`src/rtl/iitb_risc_pkg.sv`:
```
// Shared IITB RISC pipeline definitions: word/select widths, slot state and demux selects.
package iitb_risc_pkg;

   localparam int unsigned WORD_WIDTH      = 16;
   localparam int unsigned DEMUX_SEL_WIDTH = 2;

   typedef enum logic [0:0] {
      SLOT_EMPTY = 1'b0,
      SLOT_FULL  = 1'b1
   } slot_state_t;

   localparam logic [DEMUX_SEL_WIDTH-1:0] SEL_A = 2'd0;
   localparam logic [DEMUX_SEL_WIDTH-1:0] SEL_B = 2'd1;
   localparam logic [DEMUX_SEL_WIDTH-1:0] SEL_C = 2'd2;
   localparam logic [DEMUX_SEL_WIDTH-1:0] SEL_D = 2'd3;

endpackage

```
`src/rtl/demux_slot.sv`:
```
// Single-entry output buffer of the 1:4 demux: load, drain, synchronous flush.
module demux_slot
   import iitb_risc_pkg::*;
#(
   parameter int unsigned DATA_WIDTH = WORD_WIDTH
) (
   input  logic                  clk,
   input  logic                  rst,
   input  logic                  flush,
   input  logic                  load,
   input  logic [DATA_WIDTH-1:0] load_data,
   input  logic                  drain,
   output logic                  valid,
   output logic [DATA_WIDTH-1:0] data
);

   slot_state_t           state_q, state_d;
   logic [DATA_WIDTH-1:0] data_q;

   always_ff @(posedge clk or posedge rst) begin
      if (rst) begin
         state_q <= SLOT_EMPTY;
      end else begin
         state_q <= state_d;
      end
   end

   // Load wins over drain so a same-cycle drain+refill keeps the slot full.
   always_comb begin
      state_d = state_q;
      if (flush) begin
         state_d = SLOT_EMPTY;
      end else if (load) begin
         state_d = SLOT_FULL;
      end else if ((state_q == SLOT_FULL) && drain) begin
         state_d = SLOT_EMPTY;
      end
   end

   always_ff @(posedge clk or posedge rst) begin
      if (rst) begin
         data_q <= '0;
      end else if (load && !flush) begin
         data_q <= load_data;
      end
   end

   assign valid = (state_q == SLOT_FULL);
   assign data  = data_q;

endmodule

```
`src/rtl/demux_14_buf.sv`:
```
// Registered 1:4 demux with per-output single-entry buffers and valid/ready handshakes.
// Optional per-output handshake counters are enabled by defining DEMUX_14_PERF_CNT_EN.
module demux_14_buf
   import iitb_risc_pkg::*;
#(
   parameter int unsigned DATA_WIDTH = WORD_WIDTH,
   parameter int unsigned SEL_WIDTH  = DEMUX_SEL_WIDTH
) (
   input  logic                  clk,
   input  logic                  rst,
   input  logic                  flush,
   input  logic                  in_valid,
   output logic                  in_ready,
   input  logic [SEL_WIDTH-1:0]  in_sel,
   input  logic [DATA_WIDTH-1:0] in_data,
   output logic                  out_valid_a,
   output logic                  out_valid_b,
   output logic                  out_valid_c,
   output logic                  out_valid_d,
   input  logic                  out_ready_a,
   input  logic                  out_ready_b,
   input  logic                  out_ready_c,
   input  logic                  out_ready_d,
   output logic [DATA_WIDTH-1:0] out_data_a,
   output logic [DATA_WIDTH-1:0] out_data_b,
   output logic [DATA_WIDTH-1:0] out_data_c,
`ifdef DEMUX_14_PERF_CNT_EN
   output logic [DATA_WIDTH-1:0] out_data_d,
   output logic [15:0]           cnt_a,
   output logic [15:0]           cnt_b,
   output logic [15:0]           cnt_c,
   output logic [15:0]           cnt_d
`else
   output logic [DATA_WIDTH-1:0] out_data_d
`endif
);

   logic [3:0]            ready_vec;
   logic [3:0]            valid_vec;
   logic [3:0]            free_vec;
   logic [3:0]            load_vec;
   logic [DATA_WIDTH-1:0] data_vec [4];

   assign ready_vec[SEL_A] = out_ready_a;
   assign ready_vec[SEL_B] = out_ready_b;
   assign ready_vec[SEL_C] = out_ready_c;
   assign ready_vec[SEL_D] = out_ready_d;

   // A full slot is free when its consumer drains it this cycle.
   assign free_vec = ~valid_vec | ready_vec;

   always_comb begin
      in_ready = ~rst & ~flush & free_vec[in_sel];
      load_vec = '0;
      if (in_valid && in_ready) begin
         load_vec[in_sel] = 1'b1;
      end
   end

   for (genvar i = 0; i < 4; i++) begin : g_slot
      demux_slot #(
         .DATA_WIDTH(DATA_WIDTH)
      ) u_slot (
         .clk       (clk),
         .rst       (rst),
         .flush     (flush),
         .load      (load_vec[i]),
         .load_data (in_data),
         .drain     (ready_vec[i]),
         .valid     (valid_vec[i]),
         .data      (data_vec[i])
      );
   end

   assign out_valid_a = valid_vec[SEL_A];
   assign out_valid_b = valid_vec[SEL_B];
   assign out_valid_c = valid_vec[SEL_C];
   assign out_valid_d = valid_vec[SEL_D];
   assign out_data_a  = data_vec[SEL_A];
   assign out_data_b  = data_vec[SEL_B];
   assign out_data_c  = data_vec[SEL_C];
   assign out_data_d  = data_vec[SEL_D];

`ifdef DEMUX_14_PERF_CNT_EN
   logic [15:0] cnt_q [4];
   logic [3:0]  hs_vec;

   assign hs_vec = valid_vec & ready_vec;

   always_ff @(posedge clk or posedge rst) begin
      if (rst) begin
         for (int i = 0; i < 4; i++) cnt_q[i] <= '0;
      end else begin
         for (int i = 0; i < 4; i++) begin
            if (flush) begin
               cnt_q[i] <= '0;
            end else if (hs_vec[i] && (cnt_q[i] != 16'hFFFF)) begin
               cnt_q[i] <= cnt_q[i] + 16'd1;
            end
         end
      end
   end

   assign cnt_a = cnt_q[SEL_A];
   assign cnt_b = cnt_q[SEL_B];
   assign cnt_c = cnt_q[SEL_C];
   assign cnt_d = cnt_q[SEL_D];
`endif

endmodule

```
`config.mk`:
```
export PLATFORM = sky130hd
export DESIGN_NAME = demux_14_buf
export DESIGN_NICKNAME = d
export VERILOG_FILES = /design/src/rtl/iitb_risc_pkg.sv /design/src/rtl/demux_slot.sv /design/src/rtl/demux_14_buf.sv
export SDC_FILE = /design/constraint.sdc
export NUM_CORES = 1
export LEC_CHECK = 0
export CAP_MARGIN = 10
export CORE_UTILIZATION = 40
export CTS_BUF_LIST = sky130_fd_sc_hd__clkbuf_8
export CTS_CLUSTER_DIAMETER = 30
export DETAILED_ROUTE_END_ITERATION = 8
export PLACE_DENSITY = 0.74
export SYNTH_ARGS = -nofsm -noshare
export SYNTH_HDL_FRONTEND = slang
export SYNTH_SLANG_ARGS = --single-unit
```
`constraint.sdc`:
```
create_clock -name clk -period 4.4 [get_ports clk]
set_input_delay 0.44 -clock clk [delete_from_list [all_inputs] [get_ports clk]]
set_output_delay 0.44 -clock clk [all_outputs]
set_load 0.005 [all_outputs]
```
==> flow_metrics.py <==
metrics = {
    "status": {
        "run_status": "finished, final reports clean",
    },
    "worst_setup_path": {
        "crit_path_max_fanout": 9,
        "r2r-start": "g_slot[0].u_slot.valid",
        "critical-path-top-cell-by-count": "clkdlybuf4s50_1",
        "reg2regPathDepth": 3,
        "critical-path-max-stage-delay_ns": 0.70,
        "critical_path.reg2reg.endpoint": "g_slot[0].u_slot.data[15]",
        "crit_path_top_delay_cell": "clkdlybuf4s50_1",
        "rrSetupSlack_ns": 2.66,
        "path_class": "in2out",
        "wp_data_arrival_ns": 2.17,
        "end_kind": "output pin",
        "required_ns": 3.96,
        "critical_path.cell_chain": "clkdlybuf4s50_1 > mux2_2 > a21oi_1 > clkdlybuf4s50_1",
        "start_kind": "primary input",
    },
    "placement": {
        "dp_hpwl_microns": 3799,
        "gp_congestion": 0.8046,
        "io_buffers": 94,
    },
    "hold_path": {
        "number_of_cells_on_the_worst_hold_path": 1,
        "hold_path_class": "reg2reg",
        "timing.hold.worst_endpoint": "g_slot[2].u_slot.data[15]",
        "hold_path.startpoint": "g_slot[2].u_slot.data[15]",
    },
    "layout": {
        "final.fill_count": 518,
        "area_taken_by_multi_input_logic_gates_sq_um": 913.4,
        "drive_gt1_frac": 0.3296,
        "final_core_util": 0.6064,
        "fin_nets": 288,
        "layout.area.seq_sq_um": 1702,
        "area.growth.synth_to_final_pct": 45.65,
        "num_antenna_cells": 0,
    },
    "sta": {
        "fmax_ghz": 0.3836,
        "unrepaired_setup_endpoints_after_global_routing": "false",
        "finalSetupTns_ns": 0,
        "final-hold-violation-count": 0,
        "final_max_slew_viol_count": 0,
        "finalWorstPathRequiredPeriod_ns": 2.607,
        "timing.final.setup_violations": 0,
        "timing.clock.skew_ns": 0.01044,
        "finalCritPeriodShare": 0.5925,
        "measured_slew_at_the_worst_slew_check_pin_ns": 0.8575,
        "timing.max_slew.rel_slack": 0.4275,
    },
    "die": {
        "num_rows": 29,
        "die_width_microns": 83.53,
        "boundaryPins": 95,
        "initial_core_util": 0.4163,
        "die_area_sq_um": 6977,
        "dieHeight_microns": 83.53,
        "placeableCoreArea_sq_um": 6386,
    },
    "clock_network": {
        "clkSinkCount": 68,
        "clock_tree.buffer_depth": 2,
        "clkLatencyLatePin_ns": 0.32,
        "ctsRootBufferMaster": "clkbuf_8",
        "htreeDepth": 3,
        "ctsResizeCount": 0,
        "cts_inserted_buffers": 9,
        "postCtsSetupRepairBufs": 0,
        "clock_pin_slew_on_the_worst_setup_and_hold_paths_ns": 0.06,
        "clock_tree_from_tritoncts": "yes",
        "cts.hold.buffers_added": 0,
    },
    "logic_synthesis": {
        "fraction_of_the_yosys_area_taken_by_sequential_cells": 0.6400,
        "synth_top_family_by_area": "multiplexers",
        "synth_area_in_compound_gates": 0.01694,
        "mappedNetlistNets": 187,
        "ys_types": 23,
        "syn-instance-count": 161,
        "synth.area.mux_share": 0.2753,
        "synth_xor_xnor_area_share": 0,
        "postSynthRegisterBits": 68,
        "yosys_warning_total": 0,
        "synth_area_sq_um": 2659,
        "synth_fa_ha_area_frac": 0,
        "synth-simple-area-share": 0.04565,
        "avgSynthCellArea_sq_um": 16.51,
    },
    "global_routing": {
        "first_global_vias": 1837,
        "antenna_violations_before_repair": 0,
        "grt_util_all_layers": 0.1783,
        "grt_first_pass_wirelength_microns": 9577,
        "grt_start_max_net_pins": 43,
        "grt_overflow": 0,
    },
    "run": {
        "maxCapViolations": 0,
    },
    "power_and_ir_drop": {
        "power.density_cell_area_nw_per_um2": 468.2,
        "post-layout-total-power_w": 0.001813,
        "worst_ir_drop_vdd_uv": 275.4,
        "pleak_nw": 1.643,
    },
    "route": {
        "wire_per_inst_microns": 16.39,
        "post-route-drc-count": 0,
        "drt_first_iter_violations": 37,
        "num_vias": 1698,
        "vias_per_cell": 4.936,
        "antenna_left": 0,
        "routed_wl_microns": 5638,
        "drt_first_pass_iters": 4,
    },
}
-- sequential cells by signal, summed over array words and instances, names as in the netlist --
name	cells
g_slot.u_slot.valid	4
g_slot.u_slot.data	64
-- routing by layer --
layer | global-route usage | up-vias | part of all wire
met5 | 0 | - | 0
met4 | 0.06780 | 0 | 0.016
met3 | 0.05440 | 9 | 0.064
met2 | 0.2809 | 60 | 0.49
met1 | 0.2330 | 845 | 0.43
li1 | - | 784 | -
-- power breakdown --
| group | internal [W] | switching, W |
|---|---|---|
| clock | 0.000272 | 0.000222 |
| sequential | 0.000763 | 0.0000683 |
| combinational | 0.000352 | 0.000136 |
| total | 0.00139 | 0.000426 |
-- per-stage QoR --
| step | cells | hold slack (ns) | setup slack, ns | instance area, sq um |
|---|---|---|---|---|
| final | 344 | 0.5046 | 1.793 | 3872 |
| after global routing | 344 | 0.5192 | 1.690 | 3872 |
| after CTS | 344 | 0.5082 | 1.794 | 3872 |
| after detailed placement | 328 | 0.4923 | 1.749 | 3679 |
| after global placement | 328 | 0.4880 | 1.798 | 3679 |
| after floorplan | 161 | 0.5041 | 2.103 | 2659 |
-- cell type report --
| cell class | count | area share |
|---|---|---|
| flip-flops and latches | 68 | 0.4394 |
| multi-input cells | 85 | 0.2359 |
| inverters | 1 | 0.0009693 |
| clock inverters | 6 | 0.01454 |
| clock buffers | 10 | 0.03554 |
| repair buffers | 97 | 0.2488 |
| well taps | 77 | 0.02488 |
-- cells in the mapped netlist, drive strengths merged --
| master | n | area [sq um] |
|---|---|---|
| dfrtp | 68 | 1702 |
| mux2 | 65 | 732.0 |
| buf | 7 | 55.05 |
| nand2b | 2 | 12.51 |
| nor2 | 2 | 7.510 |
| nor2b | 2 | 12.51 |
| nor4b | 2 | 38.78 |
| a21oi | 1 | 5.000 |
| a41oi | 1 | 8.760 |
| and3b | 1 | 8.760 |
| inv | 1 | 3.750 |
| nand2 | 1 | 3.750 |
| nand3 | 1 | 10.01 |
| nand4bb | 1 | 11.26 |
| nor4 | 1 | 6.260 |
| nor4bb | 1 | 10.01 |
| o21ai | 1 | 5.000 |
| o21ba | 1 | 10.01 |
| o21bai | 1 | 7.510 |
| o311ai | 1 | 8.760 |
-- worst max-delay path: cells and delay by family --
family | cells | cell delay (ns)
buffers and inverters | 2 | 1.21
multiplexers | 1 | 0.38
AO/OA/AOI/OAI | 1 | 0.14
-- kinds of logic (layout without fill, tap and decap cells) --
logic type | after synthesis | count (layout)
flip-flops | 68 | 68
multiplexers | 65 | 65
AND/OR/NAND/NOR | 14 | 14
buffers and inverters | 8 | 114
AO/OA/AOI/OAI | 6 | 6
-- worst max-delay path by stage --
stage          startpoint                         to
2_1_floorplan         rst     g_slot[3].u_slot.valid
3_3_place_gp        flush  g_slot[0].u_slot.data[10]
3_5_place_dp        flush   g_slot[0].u_slot.data[5]
4_1_cts         in_sel[1]                   in_ready
5_1_grt         in_sel[1]                   in_ready
6_report        in_sel[1]                   in_ready
-- cell usage in the layout (no fill, tap or decap), drive strengths merged --
cell and n:
o311ai 1, o21ai 1, clkinv 3, nand3 1, nor4b 2, clkbuf 10, clkdlybuf4s50 94, and3b 1
inv 3, nor4 1, a21oi 1, o21ba 1, nand2b 2, buf 3, mux2 65, o21bai 1
nand2 1, a41oi 1, nor2 2, nand4bb 1, bufinv 1, nor2b 2, nor4bb 1, dfrtp 68
Note: power is estimated with default switching activity, not from simulation.
